[src/rtl/fp_csr_multilane.sv]
// RV32F floating-point CSR block: gathers lane exception flags through a flushable
// pending stage, runs CSRRW/CSRRS/CSRRC on fflags/frm/fcsr, tracks mstatus.FS, resolves rm.
module fp_csr_multilane #(
    parameter int unsigned NUM_LANES = 2,
    parameter int unsigned FLAG_W    = 5
) (
    input  logic                          clock,
    input  logic                          reset_n,
    input  logic                          csr_valid,
    input  logic [1:0]                    csr_op,
    input  logic [11:0]                   csr_addr,
    input  logic [31:0]                   csr_wdata,
    output logic [31:0]                   csr_rdata,
    output logic                          csr_hit,
    output logic                          csr_illegal,
    input  logic [NUM_LANES-1:0]          fp_valid,
    input  logic [FLAG_W*NUM_LANES-1:0]   fp_flags,
    input  logic                          flush,
    input  logic [2:0]                    inst_rm,
    output logic [2:0]                    rm_out,
    output logic                          rm_illegal,
    input  logic                          fs_write,
    input  logic [1:0]                    fs_wdata,
    output logic [1:0]                    fs,
    output logic [FLAG_W-1:0]             fflags,
    output logic [2:0]                    frm,
    output logic                          flags_pend
);

    localparam int unsigned RDATA_PAD = 32 - 3 - FLAG_W;

    localparam logic [1:0] FS_OFF   = 2'b00;
    localparam logic [1:0] FS_INIT  = 2'b01;
    localparam logic [1:0] FS_DIRTY = 2'b11;

    localparam logic [1:0] OP_READ = 2'b00;
    localparam logic [1:0] OP_RW   = 2'b01;
    localparam logic [1:0] OP_RS   = 2'b10;

    localparam logic [11:0] ADDR_FFLAGS = 12'h001;
    localparam logic [11:0] ADDR_FRM    = 12'h002;
    localparam logic [11:0] ADDR_FCSR   = 12'h003;

    logic [FLAG_W-1:0] fflags_q, fflags_d;
    logic [2:0]        frm_q, frm_d;
    logic              pend_valid_q, pend_valid_d;
    logic [FLAG_W-1:0] pend_flags_q, pend_flags_d;
    logic [1:0]        fs_q, fs_d;

    logic              fs_off;
    logic              pend_live;
    logic [FLAG_W-1:0] fflags_view;
    logic [FLAG_W-1:0] lane_or;
    logic              csr_wr;
    logic [31:0]       wval;

    // OR together the flag slices of all lanes reporting this cycle
    always_comb begin
        lane_or = '0;
        for (int unsigned i = 0; i < NUM_LANES; i++) begin
            if (fp_valid[i]) lane_or = lane_or | fp_flags[i*FLAG_W +: FLAG_W];
        end
    end

    assign fs_off      = (fs_q == FS_OFF);
    assign pend_live   = pend_valid_q & ~flush;
    assign fflags_view = fflags_q | (pend_live ? pend_flags_q : '0);

    assign csr_hit     = csr_valid & ((csr_addr == ADDR_FFLAGS) | (csr_addr == ADDR_FRM) |
                                      (csr_addr == ADDR_FCSR));
    assign csr_illegal = csr_hit & fs_off;
    assign csr_wr      = csr_hit & ~fs_off & (csr_op != OP_READ);

    always_comb begin
        csr_rdata = '0;
        case (csr_addr)
            ADDR_FFLAGS: csr_rdata = {(32 - FLAG_W)'(0), fflags_view};
            ADDR_FRM:    csr_rdata = {29'd0, frm_q};
            ADDR_FCSR:   csr_rdata = {RDATA_PAD'(0), frm_q, fflags_view};
            default:     csr_rdata = '0;
        endcase
    end

    // Read-modify-write value; old already includes any surviving pending flags
    always_comb begin
        case (csr_op)
            OP_RW:   wval = csr_wdata;
            OP_RS:   wval = csr_rdata | csr_wdata;
            default: wval = csr_rdata & ~csr_wdata;
        endcase
    end

    always_comb begin
        fflags_d     = fflags_view;
        frm_d        = frm_q;
        pend_valid_d = (|fp_valid) & ~flush & ~fs_off;
        pend_flags_d = pend_valid_d ? lane_or : '0;
        if (csr_wr) begin
            case (csr_addr)
                ADDR_FFLAGS: fflags_d = wval[FLAG_W-1:0];
                ADDR_FRM:    frm_d    = wval[2:0];
                default: begin
                    fflags_d = wval[FLAG_W-1:0];
                    frm_d    = wval[FLAG_W+2:FLAG_W];
                end
            endcase
        end
    end

    // FS next-state: mstatus write first, then dirtying by flag commit or CSR write
    always_comb begin
        fs_d = fs_q;
        if (fs_write) begin
            fs_d = fs_wdata;
        end else if (!fs_off && (pend_live ||
                   (csr_wr && ((csr_op == OP_RW) || (fflags_d != fflags_q) ||
                               (frm_d != frm_q))))) begin
            fs_d = FS_DIRTY;
        end
    end

    always_ff @(posedge clock or negedge reset_n) begin
        if (!reset_n) begin
            fs_q <= FS_INIT;
        end else begin
            fs_q <= fs_d;
        end
    end

    always_ff @(posedge clock or negedge reset_n) begin
        if (!reset_n) begin
            fflags_q     <= '0;
            frm_q        <= '0;
            pend_valid_q <= 1'b0;
            pend_flags_q <= '0;
        end else begin
            fflags_q     <= fflags_d;
            frm_q        <= frm_d;
            pend_valid_q <= pend_valid_d;
            pend_flags_q <= pend_flags_d;
        end
    end

    assign rm_out     = (inst_rm == 3'b111) ? frm_q : inst_rm;
    assign rm_illegal = (rm_out == 3'b101) | (rm_out == 3'b110) | (rm_out == 3'b111) | fs_off;

    assign fs         = fs_q;
    assign fflags     = fflags_q;
    assign frm        = frm_q;
    assign flags_pend = pend_valid_q;

endmodule
[config.mk]
export PLATFORM = sky130hd
export DESIGN_NAME = fp_csr_multilane
export DESIGN_NICKNAME = d
export VERILOG_FILES = /design/src/rtl/fp_csr_multilane.sv
export SDC_FILE = /design/constraint.sdc
export NUM_CORES = 1
export LEC_CHECK = 0
export CORE_MARGIN = 2
export CORE_UTILIZATION = 37
export CTS_BUF_LIST = sky130_fd_sc_hd__clkbuf_16
export CTS_CLUSTER_SIZE = 28
export DETAILED_ROUTE_END_ITERATION = 8
export HOLD_SLACK_MARGIN = 0.06
export PLACE_DENSITY = 0.82
export SLEW_MARGIN = 10
export SYNTH_ARGS = -nofsm -noshare
export SYNTH_HDL_FRONTEND = slang
export SYNTH_SLANG_ARGS = --single-unit
[constraint.sdc]
create_clock -name clock -period 2.68 [get_ports clock]
set_input_delay 0.536 -clock clock [delete_from_list [all_inputs] [get_ports clock]]
set_output_delay 0.536 -clock clock [all_outputs]
set_load 0.005 [all_outputs]
==> flow_summary_export.csv <==
group,metric,value,unit
yosys,synth_top_family_by_area,"simple AND/OR/NAND/NOR gates",
route,drc_errors,0,
layout,fin_nets,424,
route,dr.pass1.iters,5,
worst_setup_path,crit_path_top_delay_cell,"clkdlybuf4s50_1",
sta,rsz0062_at_grt,"yes",
yosys,avgSynthCellArea,7.96,um2
global_route,grt_pass1_wl,10300,um
power_and_ir_drop,irDropWorstVdd,0.000367,V
floorplan,core-area,4690,um2
sta,min_period,2.58,ns
yosys,synth_compound_area_frac,0.273,
yosys,synth-edff-count,0,
layout,fillers,382,
route,postRouteWirelength,6520,um
global_route,grt_remaining_overflow,0,
yosys,ys_ff_latch,16,
floorplan,chipWidth,73.6,um
clock_tree,clk_pin_slew_worst_paths,0.05,ns
global_route,grt_use_total,0.241,
clock_tree,numCtsBuffers,3,
route,vias_per_cell,5.56,
layout,diodes,0,
sta,finalSetupViolCount,0,
power_and_ir_drop,total_power,1.14,mW
floorplan,die_area,5410,um2
yosys,ys.flop_type,"dfrtp_1",
yosys,muxShareOfSynthArea,0.0231,
placed_design,place_area,2870,um2
power_and_ir_drop,p_per_area,362,nW/um2
job,max-cap-violations,0,
worst_setup_path,critPathKind,"primary input to flip-flop",
worst_setup_path,path_cells,"clkdlybuf4s50_1 > nor4b_4 > buf_4 > nand2_1 > a21oi_2 > buf_4 > a211oi_1 > a311o_1 > nor4_4 > a31oi_1",
clock_tree,clock_path_buffers,2,
worst_setup_path,max_stage_delay,0.49,ns
layout,area_delta_synth_final,76.5,%
worst_setup_path,critical_path.startpoint_type,"primary input",
sta,report.final.hold_viol_count,0,
global_route,grt_max_degree,17,
yosys,synth_cells,225,
yosys,synthSimpleGateAreaFrac,0.303,
clock_tree,holdBufCountCts,0,
yosys,synth-xor-area-share,0.00489,
worst_setup_path,reg2regPathDepth,7,
yosys,netlist_area,1790,um2
sta,hold_slack,0.575,ns
worst_setup_path,cp_max_fo,6,
placed_design,portBuffers,68,
clock_tree,cts_tree,"yes",
yosys,async_flop_share,1.00,
yosys,yosysWarnings,0,
clock_tree,cts.sinks,16,
floorplan,io_pins,117,
route,vias,2257,
clock_tree,cts-htree-levels,1,
yosys,synth.distinct_cells,60,
global_route,grt_pass1_vias,2229,
min_path,hp-class,"flip-flop to flip-flop",
worst_setup_path,crit_top_cell,"buf_4",
route,wl_per_cell,16.1,um
route,drt_iter0_drc,207,
route,postRouteAntennaNets,0,
yosys,seq_area_frac_synth,0.224,
clock_tree,clk_latency,0.25,ns
placed_design,routabilityCongestion,0.877,
worst_setup_path,end_kind,"flip-flop",
min_path,hold_depth,2,
floorplan,initial_core_util,0.382,
sta,slew_viol_final,0,
run_status,status,"completed",
floorplan,fp-row-count,25,
clock_tree,clockRootBuffer,"clkbuf_16",
sta,maxSlewHeadroom,0.522,
floorplan,die_h,73.6,um
worst_setup_path,worstPathRequired,2.80,ns
sta,tightestPinTransition,0.714,ns
worst_setup_path,arrival,2.70,ns
power_and_ir_drop,p_leak,1.48,nW
layout,fin_area,3160,um2
global_route,antenna_found_initial,0,
layout,multi_input_area,1390,um2
yosys,synthAdderAreaFrac,0.0210,
sta,maxClockFrequency,0.388,GHz
layout,layout-drive-gt1-share,0.310,
layout,register_area,402,um2
placed_design,dp_hpwl,5030,um
sta,fin_skew,0.00105,ns
sta,period_share,0.962,
power by group:
part	internal (mW)	switching (mW)
Combinational	0.286	0.228
Clock	0.198	0.0952
Sequential	0.285	0.0499
Total	0.769	0.374
critical path, delay by kind of cell:
family	cells	cell delay, ns
AO/OA/AOI/OAI	4	0.70
buffers and inverters	3	0.84
AND/OR/NAND/NOR	3	0.62
per-layer routing:
metal  up-vias  global-route usage  part of all wire
li1       1053                   -                 -
met1      1083               0.295              0.39
met2       110               0.430              0.51
met3        11              0.0357             0.083
met4         0              0.0808             0.013
met5         -                   0                 0
state kept, by name, summed over array words and instances (netlist names):
register	flops
fflags	5
pend_flags_q	5
frm	3
fs	2
flags_pend	1
area by class of cell:
type / count / area share
clock buffer: 3 / 0.0238
clock inverter: 1 / 0.00119
inverter: 15 / 0.0178
multi-input combinational: 187 / 0.439
sequential: 16 / 0.127
tap: 54 / 0.0214
timing repair buffer: 130 / 0.370
kinds of logic after synthesis:
logic type                 after synthesis
muxes                                    4
xor gates and xnor gates                 1
other                                    1
buffers and inverters                   45
and+or+nand+nor                         85
adders and majority gates                3
DFF                                     16
AOI/OAI and AO/OA                       70
layout by cell type (no fill, tap or decap), types with 9 or more instances in the layout:
cell type	instances
nor2_1	18
conb_1	24
buf_4	60
nand2_1	13
a21oi_1	12
dfrtp_1	15
clkdlybuf4s50_1	44
dlygate4sd2_1	14
o21ai_0	9
inv_1	13
through the flow:
stage	setup slack, ns	setup TNS [ns]	cells	util
after global placement	-0.388	-3.22	397	0.611
final	0.102	0	406	0.674
after detailed placement	-0.410	-3.53	397	0.611
after floorplan	0.251	0	248	-
after CTS	0.00286	0	404	0.660
after global routing	-0.0173	-0.0173	406	0.674
cell usage after synthesis, types with 3 or more instances:
library cell	instances	area, um2
a21oi_1	15	75.1
mux2i_1	3	30.0
a31oi_1	5	31.3
dfrtp_1	15	375
nand4_1	4	25.0
ha_1	3	37.5
inv_1	15	56.3
clkbuf_1	4	15.0
and2_1	4	25.0
a22oi_1	8	60.1
o21ai_0	12	60.1
nand2_1	13	48.8
nor2b_1	4	25.0
nor4_2	4	50.1
buf_4	26	195
nand3_1	8	40.0
nor2_1	19	71.3
nor3_1	5	25.0
final timing paths:
path | startpoint | endpoint | slack [ns]
min in group asynchronous | reset_n | frm[0]$_DFF_PN0_ | 0.72
worst max-delay path | csr_addr[1] | fs[1]$_DFFE_PN0P_ | 0.10
worst min register to register | fs[0]$_DFFE_PN1P_ | fs[0]$_DFFE_PN1P_ | 0.57
worst max register to register | fs[0]$_DFFE_PN1P_ | fs[1]$_DFFE_PN0P_ | 0.47
worst min-delay path | fs[0]$_DFFE_PN1P_ | fs[0]$_DFFE_PN1P_ | 0.57
max in group asynchronous | reset_n | fflags[0]$_DFF_PN0_ | 1.51
repair_timing:
item / CTS / global route
endpoints found under the setup margin: 13 / 8
pin swaps: 13 / 7
resized for setup: 50 / 14
setup buffers: 4 / 2
No activity file was read; power rests on OpenSTA's default activity.
